--- config.mk ---
export PLATFORM = sky130hd
export DESIGN_NAME = chk_sum_stream_flat
export DESIGN_NICKNAME = d
export VERILOG_FILES = /design/src/rtl/chk_sum_stream_if.sv /design/src/rtl/chk_sum_stream.sv /design/src/flat_wrapper.sv
export SDC_FILE = /design/constraint.sdc
export NUM_CORES = 1
export LEC_CHECK = 0
export CORE_UTILIZATION = 30
export CTS_CLUSTER_DIAMETER = 30
export CTS_CLUSTER_SIZE = 14
export DETAILED_ROUTE_END_ITERATION = 6
export HOLD_SLACK_MARGIN = 0.08
export PLACE_DENSITY = 0.61
export SLEW_MARGIN = 0
export SYNTH_ARGS = -nofsm -noshare
export SYNTH_HDL_FRONTEND = slang
export SYNTH_SLANG_ARGS = --single-unit
--- constraint.sdc ---
create_clock -name clk -period 20.8 [get_ports clk]
set_clock_uncertainty 0.15 [all_clocks]
set_input_delay 2.08 -clock clk [delete_from_list [all_inputs] [get_ports clk]]
set_output_delay 2.08 -clock clk [all_outputs]
set_load 0.01 [all_outputs]
--- src/rtl/chk_sum_stream_if.sv ---
// Beat-stream and result-port bundle for the streaming ones'-complement
// checksum engine. The slave side is the engine, the master side feeds
// beats and consumes results.
interface chk_sum_stream_if #(
    parameter int DATA_W = 32,
    parameter int LEN_W  = 16
);
    localparam int NB = DATA_W / 8;

    logic              in_valid;
    logic              in_ready;
    logic [DATA_W-1:0] in_data;
    logic [NB-1:0]     in_keep;
    logic              in_last;
    logic              res_valid;
    logic              res_ready;
    logic [15:0]       res_data;
    logic [LEN_W-1:0]  res_len;

    modport master (
        output in_valid, in_data, in_keep, in_last, res_ready,
        input  in_ready, res_valid, res_data, res_len
    );

    modport slave (
        input  in_valid, in_data, in_keep, in_last, res_ready,
        output in_ready, res_valid, res_data, res_len
    );
endinterface

--- src/rtl/chk_sum_stream.sv ---
// Streaming 16-bit ones'-complement (Internet) checksum engine.
// Sums DATA_W-bit beats with per-byte keep into a folded 16-bit accumulator,
// starting each packet from a seed (pseudo-header), and hands out the
// checksum plus kept-byte count through a valid/ready result port.
module chk_sum_stream #(
    parameter int DATA_W   = 32,
    parameter int LEN_W    = 16,
    parameter bit INVERT   = 1'b1,
    parameter bit ZERO_FIX = 1'b0
) (
    input  logic        clk,
    input  logic        rst,
    input  logic [15:0] seed,
    input  logic        abort,
    chk_sum_stream_if.slave bus
);
    localparam int NB    = DATA_W / 8;
    localparam int NW    = DATA_W / 16;
    localparam int SUM_W = 16 + $clog2(NW + 1);

    // Reject unsupported beat widths at elaboration.
    if ((DATA_W % 16) != 0 || DATA_W < 16 || DATA_W > 128) begin : g_bad_width
        $error("chk_sum_stream: DATA_W must be a multiple of 16 in 16..128");
    end

    typedef enum logic [1:0] {
        S_ACC = 2'd0,
        S_FIN = 2'd1,
        S_OUT = 2'd2
    } state_e;

    state_e            state_q, state_d;
    logic [15:0]       acc_q;
    logic [LEN_W-1:0]  len_q;
    logic              first_q;
    logic [15:0]       res_data_q;
    logic [LEN_W-1:0]  res_len_q;

    logic              in_ready_c;
    logic              res_valid_c;
    logic              beat_acc;
    logic [DATA_W-1:0] masked;
    logic [LEN_W-1:0]  kept_cnt;
    logic [SUM_W-1:0]  sum;
    logic [16:0]       fold1;
    logic [15:0]       fold2;
    logic [LEN_W-1:0]  len_next;
    logic [15:0]       fin_data;

    assign beat_acc = bus.in_valid && in_ready_c;

    // State register.
    always_ff @(posedge clk) begin
        // NOTE: sequential state uses non-blocking assignments so every flop
        // samples pre-edge values regardless of process ordering.
        if (rst) begin
            state_q <= S_ACC;
        end else begin
            state_q <= state_d;
        end
    end

    // Next-state decode; abort overrides any beat or result handshake.
    always_comb begin
        // NOTE: default assignment first so no path leaves state_d unassigned
        // and no latch is inferred.
        state_d = state_q;
        if (abort) begin
            state_d = S_ACC;
        end else begin
            unique case (state_q)
                S_ACC:   if (beat_acc && bus.in_last) state_d = S_FIN;
                S_FIN:   state_d = S_OUT;
                S_OUT:   if (bus.res_ready) state_d = S_ACC;
                default: state_d = S_ACC;
            endcase
        end
    end

    // Handshake outputs decoded straight from the state register.
    always_comb begin
        in_ready_c  = (state_q == S_ACC);
        res_valid_c = (state_q == S_OUT);
    end

    // Mask dropped lanes to zero and count the kept ones.
    always_comb begin
        masked   = '0;
        kept_cnt = '0;
        for (int i = 0; i < NB; i++) begin
            if (bus.in_keep[i]) begin
                masked[DATA_W-1-8*i -: 8] = bus.in_data[DATA_W-1-8*i -: 8];
            end
            kept_cnt = kept_cnt + LEN_W'(bus.in_keep[i]);
        end
    end

    // Wide sum of the base and all words, then two end-around-carry folds.
    // After the first fold the carry is at most NW, so the second fold can
    // never carry out again and the result always fits in 16 bits.
    always_comb begin
        sum = SUM_W'(first_q ? seed : acc_q);
        for (int k = 0; k < NW; k++) begin
            sum = sum + SUM_W'(masked[DATA_W-1-16*k -: 16]);
        end
        fold1 = {1'b0, sum[15:0]} + 17'(sum[SUM_W-1:16]);
        fold2 = fold1[15:0] + 16'(fold1[16]);
    end

    // Byte count restarts from zero on the first beat of a packet.
    assign len_next = (first_q ? '0 : len_q) + kept_cnt;

    // Final inversion, with the UDP rule mapping an all-zero checksum to 0xFFFF.
    always_comb begin
        fin_data = INVERT ? ~acc_q : acc_q;
        if (INVERT && ZERO_FIX && (fin_data == 16'h0000)) begin
            fin_data = 16'hFFFF;
        end
    end

    // Accumulator, byte count, first-beat flag and result registers.
    always_ff @(posedge clk) begin
        if (rst || abort) begin
            acc_q      <= '0;
            len_q      <= '0;
            first_q    <= 1'b1;
            res_data_q <= '0;
            res_len_q  <= '0;
        end else begin
            unique case (state_q)
                S_ACC: begin
                    if (beat_acc) begin
                        acc_q <= fold2;
                        len_q <= len_next;
                        if (!bus.in_last) begin
                            first_q <= 1'b0;
                        end
                    end
                end
                S_FIN: begin
                    res_data_q <= fin_data;
                    res_len_q  <= len_q;
                end
                S_OUT: begin
                    if (bus.res_ready) begin
                        acc_q   <= '0;
                        len_q   <= '0;
                        first_q <= 1'b1;
                    end
                end
                default: ;
            endcase
        end
    end

    assign bus.in_ready  = in_ready_c;
    assign bus.res_valid = res_valid_c;
    assign bus.res_data  = res_data_q;
    assign bus.res_len   = res_len_q;
endmodule

--- src/flat_wrapper.sv ---
// flat-port wrapper written by rule: the top's interface ports become plain ports
module chk_sum_stream_flat 
#(
    parameter int DATA_W   = 32,
    parameter int LEN_W    = 16,
    parameter bit INVERT   = 1'b1,
    parameter bit ZERO_FIX = 1'b0
)
  (clk, rst, seed, abort, bus_in_valid, bus_in_data, bus_in_keep, bus_in_last, bus_res_ready, bus_in_ready, bus_res_valid, bus_res_data, bus_res_len);
  chk_sum_stream_if #(.DATA_W(DATA_W), .LEN_W(LEN_W)) bus_i ();
  input  logic clk;
  input  logic rst;
  input  logic [15:0] seed;
  input  logic abort;
  input wire logic [$bits(bus_i.in_valid)-1:0] bus_in_valid;
  input wire logic [$bits(bus_i.in_data)-1:0] bus_in_data;
  input wire logic [$bits(bus_i.in_keep)-1:0] bus_in_keep;
  input wire logic [$bits(bus_i.in_last)-1:0] bus_in_last;
  input wire logic [$bits(bus_i.res_ready)-1:0] bus_res_ready;
  output wire logic [$bits(bus_i.in_ready)-1:0] bus_in_ready;
  output wire logic [$bits(bus_i.res_valid)-1:0] bus_res_valid;
  output wire logic [$bits(bus_i.res_data)-1:0] bus_res_data;
  output wire logic [$bits(bus_i.res_len)-1:0] bus_res_len;
  assign bus_i.in_valid = bus_in_valid;
  assign bus_i.in_data = bus_in_data;
  assign bus_i.in_keep = bus_in_keep;
  assign bus_i.in_last = bus_in_last;
  assign bus_i.res_ready = bus_res_ready;
  assign bus_in_ready = bus_i.in_ready;
  assign bus_res_valid = bus_i.res_valid;
  assign bus_res_data = bus_i.res_data;
  assign bus_res_len = bus_i.res_len;
  chk_sum_stream #(.DATA_W(DATA_W), .LEN_W(LEN_W), .INVERT(INVERT), .ZERO_FIX(ZERO_FIX)) u_core (.clk(clk), .rst(rst), .seed(seed), .abort(abort), .bus(bus_i));
endmodule
==> summary.json, run 1 <==
{
  "worst_path_largest_cell_delay_ps": 770,
  "cts_htree_levels": 3,
  "synth_ff_type": "sky130_fd_sc_hd__dfxtp_1",
  "clkSinkCount": 67,
  "crit_arrival_ps": 9530,
  "slew_viol_final": 0,
  "dpl.cell_count": 936,
  "clock_insertion_delay_worst_skew_ps": 330,
  "clkTransAtPathRegs_ps": 60,
  "ir_worst_vdd_mv": 0.0341,
  "cts_buffer_depth": 2,
  "max_freq_mhz": 105,
  "detailedRoute.firstIterationViolations": 440,
  "yosysSeqAreaShare_pct": 26.5,
  "worstPathRequired_ps": 20840,
  "synth_nets": 760,
  "groute.usage.overall_pct": 15.8,
  "num_rows": 47,
  "wl_per_cell_um": 14.3,
  "met3RoutedLength_um": 492,
  "run_status": "finished clean",
  "leakage_nw": 2.55,
  "synthArstFlopShare_pct": 0,
  "initial_utilization_pct": 30.6,
  "dp_slack_ps": 10980,
  "wirelength_mm": 13.6,
  "seqCellArea_sq_um": 1340,
  "drive_above_1_share_pct": 4.92,
  "layout.cells.most_common": "sky130_fd_sc_hd__clkdlybuf4s50_1",
  "multiInputGateArea_sq_um": 3420,
  "postCtsSetupBuffers": 0,
  "die_w_um": 132,
  "die-height_um": 132,
  "synth_edf_count": 0,
  "vias_in_the_first_global_route": 4355,
  "core_area_sq_um": 16500,
  "period_share_pct": 45.6,
  "avgSynthCellArea_sq_um": 7.69,
  "min-delay-path-class": "reg2reg",
  "startpoint_type": "input pin",
  "grt_antenna_before_repair": 0,
  "hold-worst-slack_ps": 304,
  "max_slew.worst_pin.slew_ps": 1080,
  "tns_ps": 0,
  "crit_type": "in2reg",
  "grt_first_pass_wirelength_mm": 22.4,
  "final_period_minus_worst_setup_slack_ps": 9490,
  "syn_inst": 658,
  "unrepaired_setup_endpoints_after_global_routing": "false",
  "cts_hold_buffers_added": 0,
  "via_count": 4667,
  "worstSetupStartpoint": "bus_in_keep[1]",
  "boundaryPins": 92,
  "drt_pass1_iterations": 5,
  "layout.nets": 829,
  "post_route_worst_setup_slack_ps": 11310,
  "tritoncts": "built",
  "layout-area-overhead-vs-synth_pct": 27.4,
  "ys_types": 71,
  "buffer_ports.inserted": 91,
  "totalPowerFinal_mw": 0.463,
  "antenna_left": 0,
  "min_from": "u_core.bus.res_len[13]$_SDFFE_PP0N_",
  "viasPerCell": 4.90,
  "ctsResizeCount": 0,
  "drcViolationCount": 0,
  "ys_ff_latch": 67,
  "count_of_yosys_warnings_during_synthesis": 0,
  "largest_net_degree_at_the_start_of_global_routing": 65,
  "route.top_layer_used": "met4",
  "cp_num_buf_inv": 3,
  "post_synth_instance_area_sq_um": 5060,
  "worst-path-max-fanout": 9,
  "timing.critical_path.max_delay_family": "simple AND/OR/NAND/NOR gates",
  "die_outline_area_sq_um": 17400,
  "global_route.overflow_total": 0,
  "crit_path_top_delay_cell": "sky130_fd_sc_hd__clkdlybuf4s50_1",
  "post-dp-hpwl_mm": 10.3,
  "endpoint_kind": "flop",
  "place_congestion": 0.829,
  "wl_met2_mm": 5.93,
  "maxSlewHeadroom_pct": 27.5,
  "cts.root.buffer_cell": "sky130_fd_sc_hd__clkbuf_16",
  "drv_cap": 0,
  "final-hold-violation-count": 0,
  "cts_made_buffers": 9,
  "num_antenna_cells": 0,
  "setup_viol_count_final": 0,
  "fillerInstances": 1717,
  "worstReg2RegStart": "u_core.first_q$_SDFFE_PP1P_",
  "post_layout_nonfiller_instances": 952,
  "layout_common_cells": "sky130_fd_sc_hd__clkdlybuf4s50_1 (91), sky130_fd_sc_hd__nand2_1 (89), sky130_fd_sc_hd__nor2_1 (82)",
  "power.density_nw_per_um2": 71.9,
  "met1Wirelength_mm": 7.03
}
[cell families after synthesis]
logic type | count (synthesis) | share of synthesized area, %
simple gates | 267 | 25.2
compound gates | 154 | 20.1
flops | 67 | 26.5
xor+xnor | 26 | 4.50
mux | 18 | 3.58
fa+ha+maj | 45 | 14.0
buf+inv | 81 | 6.08
[layout make-up]
class                           count  area share [%]
Clock buffer                        9            3.49
Clock inverter                      7            1.28
Inverter                           44            2.56
Multi-Input combinational cell    510            53.0
Sequential cell                    67            20.8
Tap cell                          220            4.27
Timing Repair Buffer               95            14.6
[final timing paths]
kind,to,slack (ps),cells after the start
worst max-delay path,u_core.acc_q[14]$_SDFFE_PP0P_,11310,30
worst min-delay path,u_core.bus.res_len[13]$_SDFFE_PP0N_,300,2
worst max register to register,u_core.acc_q[14]$_SDFFE_PP0P_,12970,30
worst min register to register,u_core.bus.res_len[13]$_SDFFE_PP0N_,300,2
[sequential cells by signal, summed over array words and instances, names as in the netlist]
register / cells
u_core.acc_q: 16
u_core.bus.res_data: 16
u_core.bus.res_len: 16
u_core.first_q: 1
u_core.len_q: 16
u_core.state_q: 2
[layer usage]
| metal | track usage (%) | vias up |
|---|---|---|
| met5 | 0 | - |
| met4 | 3.75 | 0 |
| met3 | 2.65 | 11 |
| met2 | 24.0 | 112 |
| met1 | 23.0 | 2139 |
| li1 | - | 2405 |
[per-stage QoR]
stage               util (%)  area [sq um]
global placement        37.2          6140
CTS                     39.0          6450
finish                  39.0          6450
floorplan                  -          5060
global route            39.0          6450
detailed placement      37.2          6140
[synthesized netlist by cell type (all sizes together), types with 7 or more instances]
master	number	area, sq um
inv	44	165
o21ai	20	100
fa	20	400
and3	7	43.8
ha	24	300
a21oi	63	319
nor2b	9	56.3
buf	8	33.8
nand2	89	334
xor2	9	78.8
nand2b	13	81.3
xnor2	17	149
nor3	11	65.1
nor2	82	308
mux2i	17	170
a22oi	12	90.1
a211oi	15	125
clkbuf	29	109
dfxtp	67	1340
nand3	11	55.1
a21o	8	60.1
[report_power, final]
| part | internal (mW) | total [mW] | switching [mW] | leakage (nW) |
|---|---|---|---|---|
| Clock | 0.0949 | 0.159 | 0.0637 | 0.145 |
| Sequential | 0.132 | 0.136 | 0.00392 | 0.542 |
| Combinational | 0.0717 | 0.169 | 0.0974 | 1.87 |
| Total | 0.299 | 0.463 | 0.165 | 2.55 |
[worst min-delay path, stage by stage (launching register included)]
cell	delay, ps
sky130_fd_sc_hd__dfxtp_1	310
sky130_fd_sc_hd__nand2_1	50
sky130_fd_sc_hd__a21oi_1	50
(Power assumes the default switching activity.)
==> run 2: changes to the inputs <==
PLACE_DENSITY = 0.62   (was 0.61)
clock period = 8.4 ns   (was 20.8 ns; I/O delays follow)
==> run 2 against run 1 <==
- combinational power rose by 150%
- highest routed layer unchanged
- sequential share of layout area fell by 0.11 points
- routed wire length fell by 0.12%
- clock-buffer cell count did not move
- setup slack got worse by 11000 ps
- worst hold slack improved by 0.60 ps
==> summary.json, run 2 (synthesis results as in run 1) <==
{
  "run_status": "finished clean",
  "worst-path-max-fanout": {"value": 9, "change": "unchanged"},
  "power.density": {"value": 177, "unit": "nW/um^2", "change": "+150%"},
  "worstSetupStartpoint": "bus_in_keep[3]",
  "period_share_pct": 92.2,
  "max_freq_mhz": 129,
  "ir_worst_vdd": {"value": 0.111, "unit": "mV", "change": "+230%"},
  "grt_first_pass_wirelength": {"value": 22.8, "unit": "mm", "change": "+1.9%"},
  "endpoint_kind": "flop",
  "place_congestion": {"value": 0.820, "change": "-1.1%"},
  "maxSlewHeadroom": {"value": 24.8, "unit": "%", "change": "-2.7 points"},
  "setup_viol_count_final": {"value": 0, "change": "unchanged"},
  "final_period_minus_worst_setup_slack_ps": 7740,
  "cts.root.buffer_cell": "sky130_fd_sc_hd__clkbuf_16",
  "crit_type": "in2reg",
  "die_outline_area": {"value": 17400, "unit": "sq um", "change": "unchanged"},
  "drcViolationCount": {"value": 0, "change": "unchanged"},
  "boundaryPins": {"value": 92, "change": "unchanged"},
  "wl_per_cell": {"value": 14.2, "unit": "um", "change": "-0.54%"},
  "startpoint_type": "input pin",
  "buffer_ports.inserted": {"value": 91, "change": "unchanged"},
  "wirelength": {"value": 13.6, "unit": "mm", "change": "-0.12%"},
  "critPathCapture": "u_core.acc_q[14]$_SDFFE_PP0P_",
  "antenna_left": {"value": 0, "change": "unchanged"},
  "crit_arrival": {"value": 7780, "unit": "ps", "change": "-1750 ps"},
  "groute.usage.overall": {"value": 16.0, "unit": "%", "change": "+0.26 points"},
  "max_slew.worst_pin.slew": {"value": 1120, "unit": "ps", "change": "+39.8 ps"},
  "detailedRoute.firstIterationViolations": {"value": 338, "change": "-23%"},
  "layout_common_cells": "sky130_fd_sc_hd__clkdlybuf4s50_1 (90), sky130_fd_sc_hd__nand2_1 (89), sky130_fd_sc_hd__nor2_1 (82)",
  "totalPowerFinal": {"value": 1.15, "unit": "mW", "change": "+150%"},
  "layout.cells.most_common": "sky130_fd_sc_hd__clkdlybuf4s50_1",
  "slew_viol_final": {"value": 0, "change": "unchanged"},
  "viasPerCell": {"value": 4.88, "change": "-0.38%"},
  "vias_in_the_first_global_route": {"value": 4439, "change": "+1.9%"},
  "cts_htree_levels": {"value": 3, "change": "unchanged"},
  "die-height": {"value": 132, "unit": "um", "change": "unchanged"},
  "worstReg2RegStart": "u_core.first_q$_SDFFE_PP1P_",
  "clkTransAtPathRegs": {"value": 60, "unit": "ps", "change": "about the same"},
  "global_route.overflow_total": {"value": 0, "change": "unchanged"},
  "via_count": {"value": 4669, "change": "+0.043%"},
  "initial_utilization": {"value": 30.6, "unit": "%", "change": "unchanged"},
  "post-dp-hpwl": {"value": 10.4, "unit": "mm", "change": "+0.58%"},
  "rr_endpoint": "u_core.acc_q[14]$_SDFFE_PP0P_",
  "num_rows": {"value": 47, "change": "unchanged"},
  "largest_net_degree_at_the_start_of_global_routing": {"value": 65, "change": "unchanged"},
  "grt_antenna_before_repair": {"value": 0, "change": "unchanged"},
  "post_layout_nonfiller_instances": {"value": 956, "change": "+0.42%"},
  "reg2reg_depth": {"value": 29, "change": "-3.3%"},
  "ff2ff_setup_slack": {"value": 810, "unit": "ps", "change": "-12160 ps"},
  "dpl.cell_count": {"value": 940, "change": "+0.43%"},
  "drv_cap": {"value": 0, "change": "unchanged"},
  "die_w": {"value": 132, "unit": "um", "change": "unchanged"},
  "tritoncts": "built",
  "core_area": {"value": 16500, "unit": "sq um", "change": "unchanged"},
  "clkSinkCount": {"value": 67, "change": "unchanged"},
  "min-delay-path-class": "reg2reg",
  "worst_path_largest_cell_delay": {"value": 720, "unit": "ps", "change": "-50 ps"},
  "cts_buffer_depth": {"value": 2, "change": "unchanged"},
  "num_antenna_cells": {"value": 0, "change": "unchanged"},
  "final-hold-violation-count": {"value": 0, "change": "unchanged"},
  "worstPathRequired": {"value": 8440, "unit": "ps", "change": "-12400 ps"},
  "drive_above_1_share": {"value": 5.43, "unit": "%", "change": "+0.52 points"},
  "leakage": {"value": 2.59, "unit": "nW", "change": "+1.3%"},
  "tns": {"value": 0, "unit": "ps", "change": "unchanged"},
  "layout.nets": {"value": 833, "change": "+0.48%"},
  "layout-area-overhead-vs-synth_pct": 28.1,
  "drt_pass1_iterations": {"value": 4, "change": "-1"},
  "unrepaired_setup_endpoints_after_global_routing": "false",
  "cts_made_buffers": {"value": 9, "change": "unchanged"},
  "crit_path_top_delay_cell": "sky130_fd_sc_hd__clkdlybuf4s50_1",
  "clock_insertion_delay_worst_skew": {"value": 340, "unit": "ps", "change": "about the same"}
}
## run 2: cell types whose count changed in the layout (fill, tap and decap cells not counted)
cell,change
sky130_fd_sc_hd__dlymetal6s2s_1,+1
sky130_fd_sc_hd__clkinv_4,+1
sky130_fd_sc_hd__buf_4,+4
sky130_fd_sc_hd__clkinvlp_4,-1
sky130_fd_sc_hd__clkdlybuf4s50_1,-1
## run 2: worst min-delay path by stage
| stage | from | cells past startpoint | end |
|---|---|---|---|
| final | u_core.bus.res_len[2]$_SDFFE_PP0N_ | 2 | u_core.bus.res_len[2]$_SDFFE_PP0N_ |
| after global routing | u_core.bus.res_len[3]$_SDFFE_PP0N_ | 2 | u_core.bus.res_len[3]$_SDFFE_PP0N_ |
| after CTS | u_core.bus.res_len[3]$_SDFFE_PP0N_ | 2 | u_core.bus.res_len[3]$_SDFFE_PP0N_ |
| after detailed placement | u_core.bus.res_len[13]$_SDFFE_PP0N_ | 2 | u_core.bus.res_len[13]$_SDFFE_PP0N_ |
| after global placement | u_core.bus.res_len[0]$_SDFFE_PP0N_ | 2 | u_core.bus.res_len[0]$_SDFFE_PP0N_ |
| after floorplan | u_core.acc_q[14]$_SDFFE_PP0P_ | 1 | u_core.bus.res_data[14]$_SDFFE_PP0N_ |
## run 2: area by class of cell
class | count | area, sq um
inverters | 44 | 165
well taps | 220 | 275
fillers | 1691 | 10000
flip-flops and latches | 67 | 1340
repair buffers | 99 | 973
multi-input cells | 510 | 3420
clock buffers | 9 | 225
clock inverters | 7 | 83.8
## run 2: routing by layer
layer	wire, um	track usage [%]	up-vias	share of wire [%]
met3	663	2.31	12	4.9
met5	0	0	-	0
met2	5970	24.8	101	44
met1	6770	23.2	2152	50
li1	-	-	2404	-
met4	169	4.13	0	1.2
## run 2: timing repair
action,in CTS,in global routing
gates resized for setup,0,1
hold buffers,0,0
setup buffers,0,0
endpoints found under the setup margin,0,1
## run 2: worst max-delay path: cells and delay by family
family                   cells  cell delay [ps]
buffers and inverters        3              860
AO/OA/AOI/OAI                8             1640
adder cells (fa/ha/maj)      6             1820
AND/OR/NAND/NOR             13             2600
## run 2: power breakdown
part / switching (mW) / internal [mW] / total (mW)
clock: 0.160 / 0.236 / 0.396
combinational: 0.239 / 0.178 / 0.416
sequential: 0.0101 / 0.327 / 0.337
## run 2: through the flow
step,cell area (sq um),setup slack [ps],util (%),hold WS [ps]
floorplan,5060,1300,-,285
global placement,6170,517,37.3,293
detailed placement,6170,345,37.3,300
CTS,6480,634,39.2,306
global route,6480,55.6,39.2,326
finish,6480,658,39.2,304
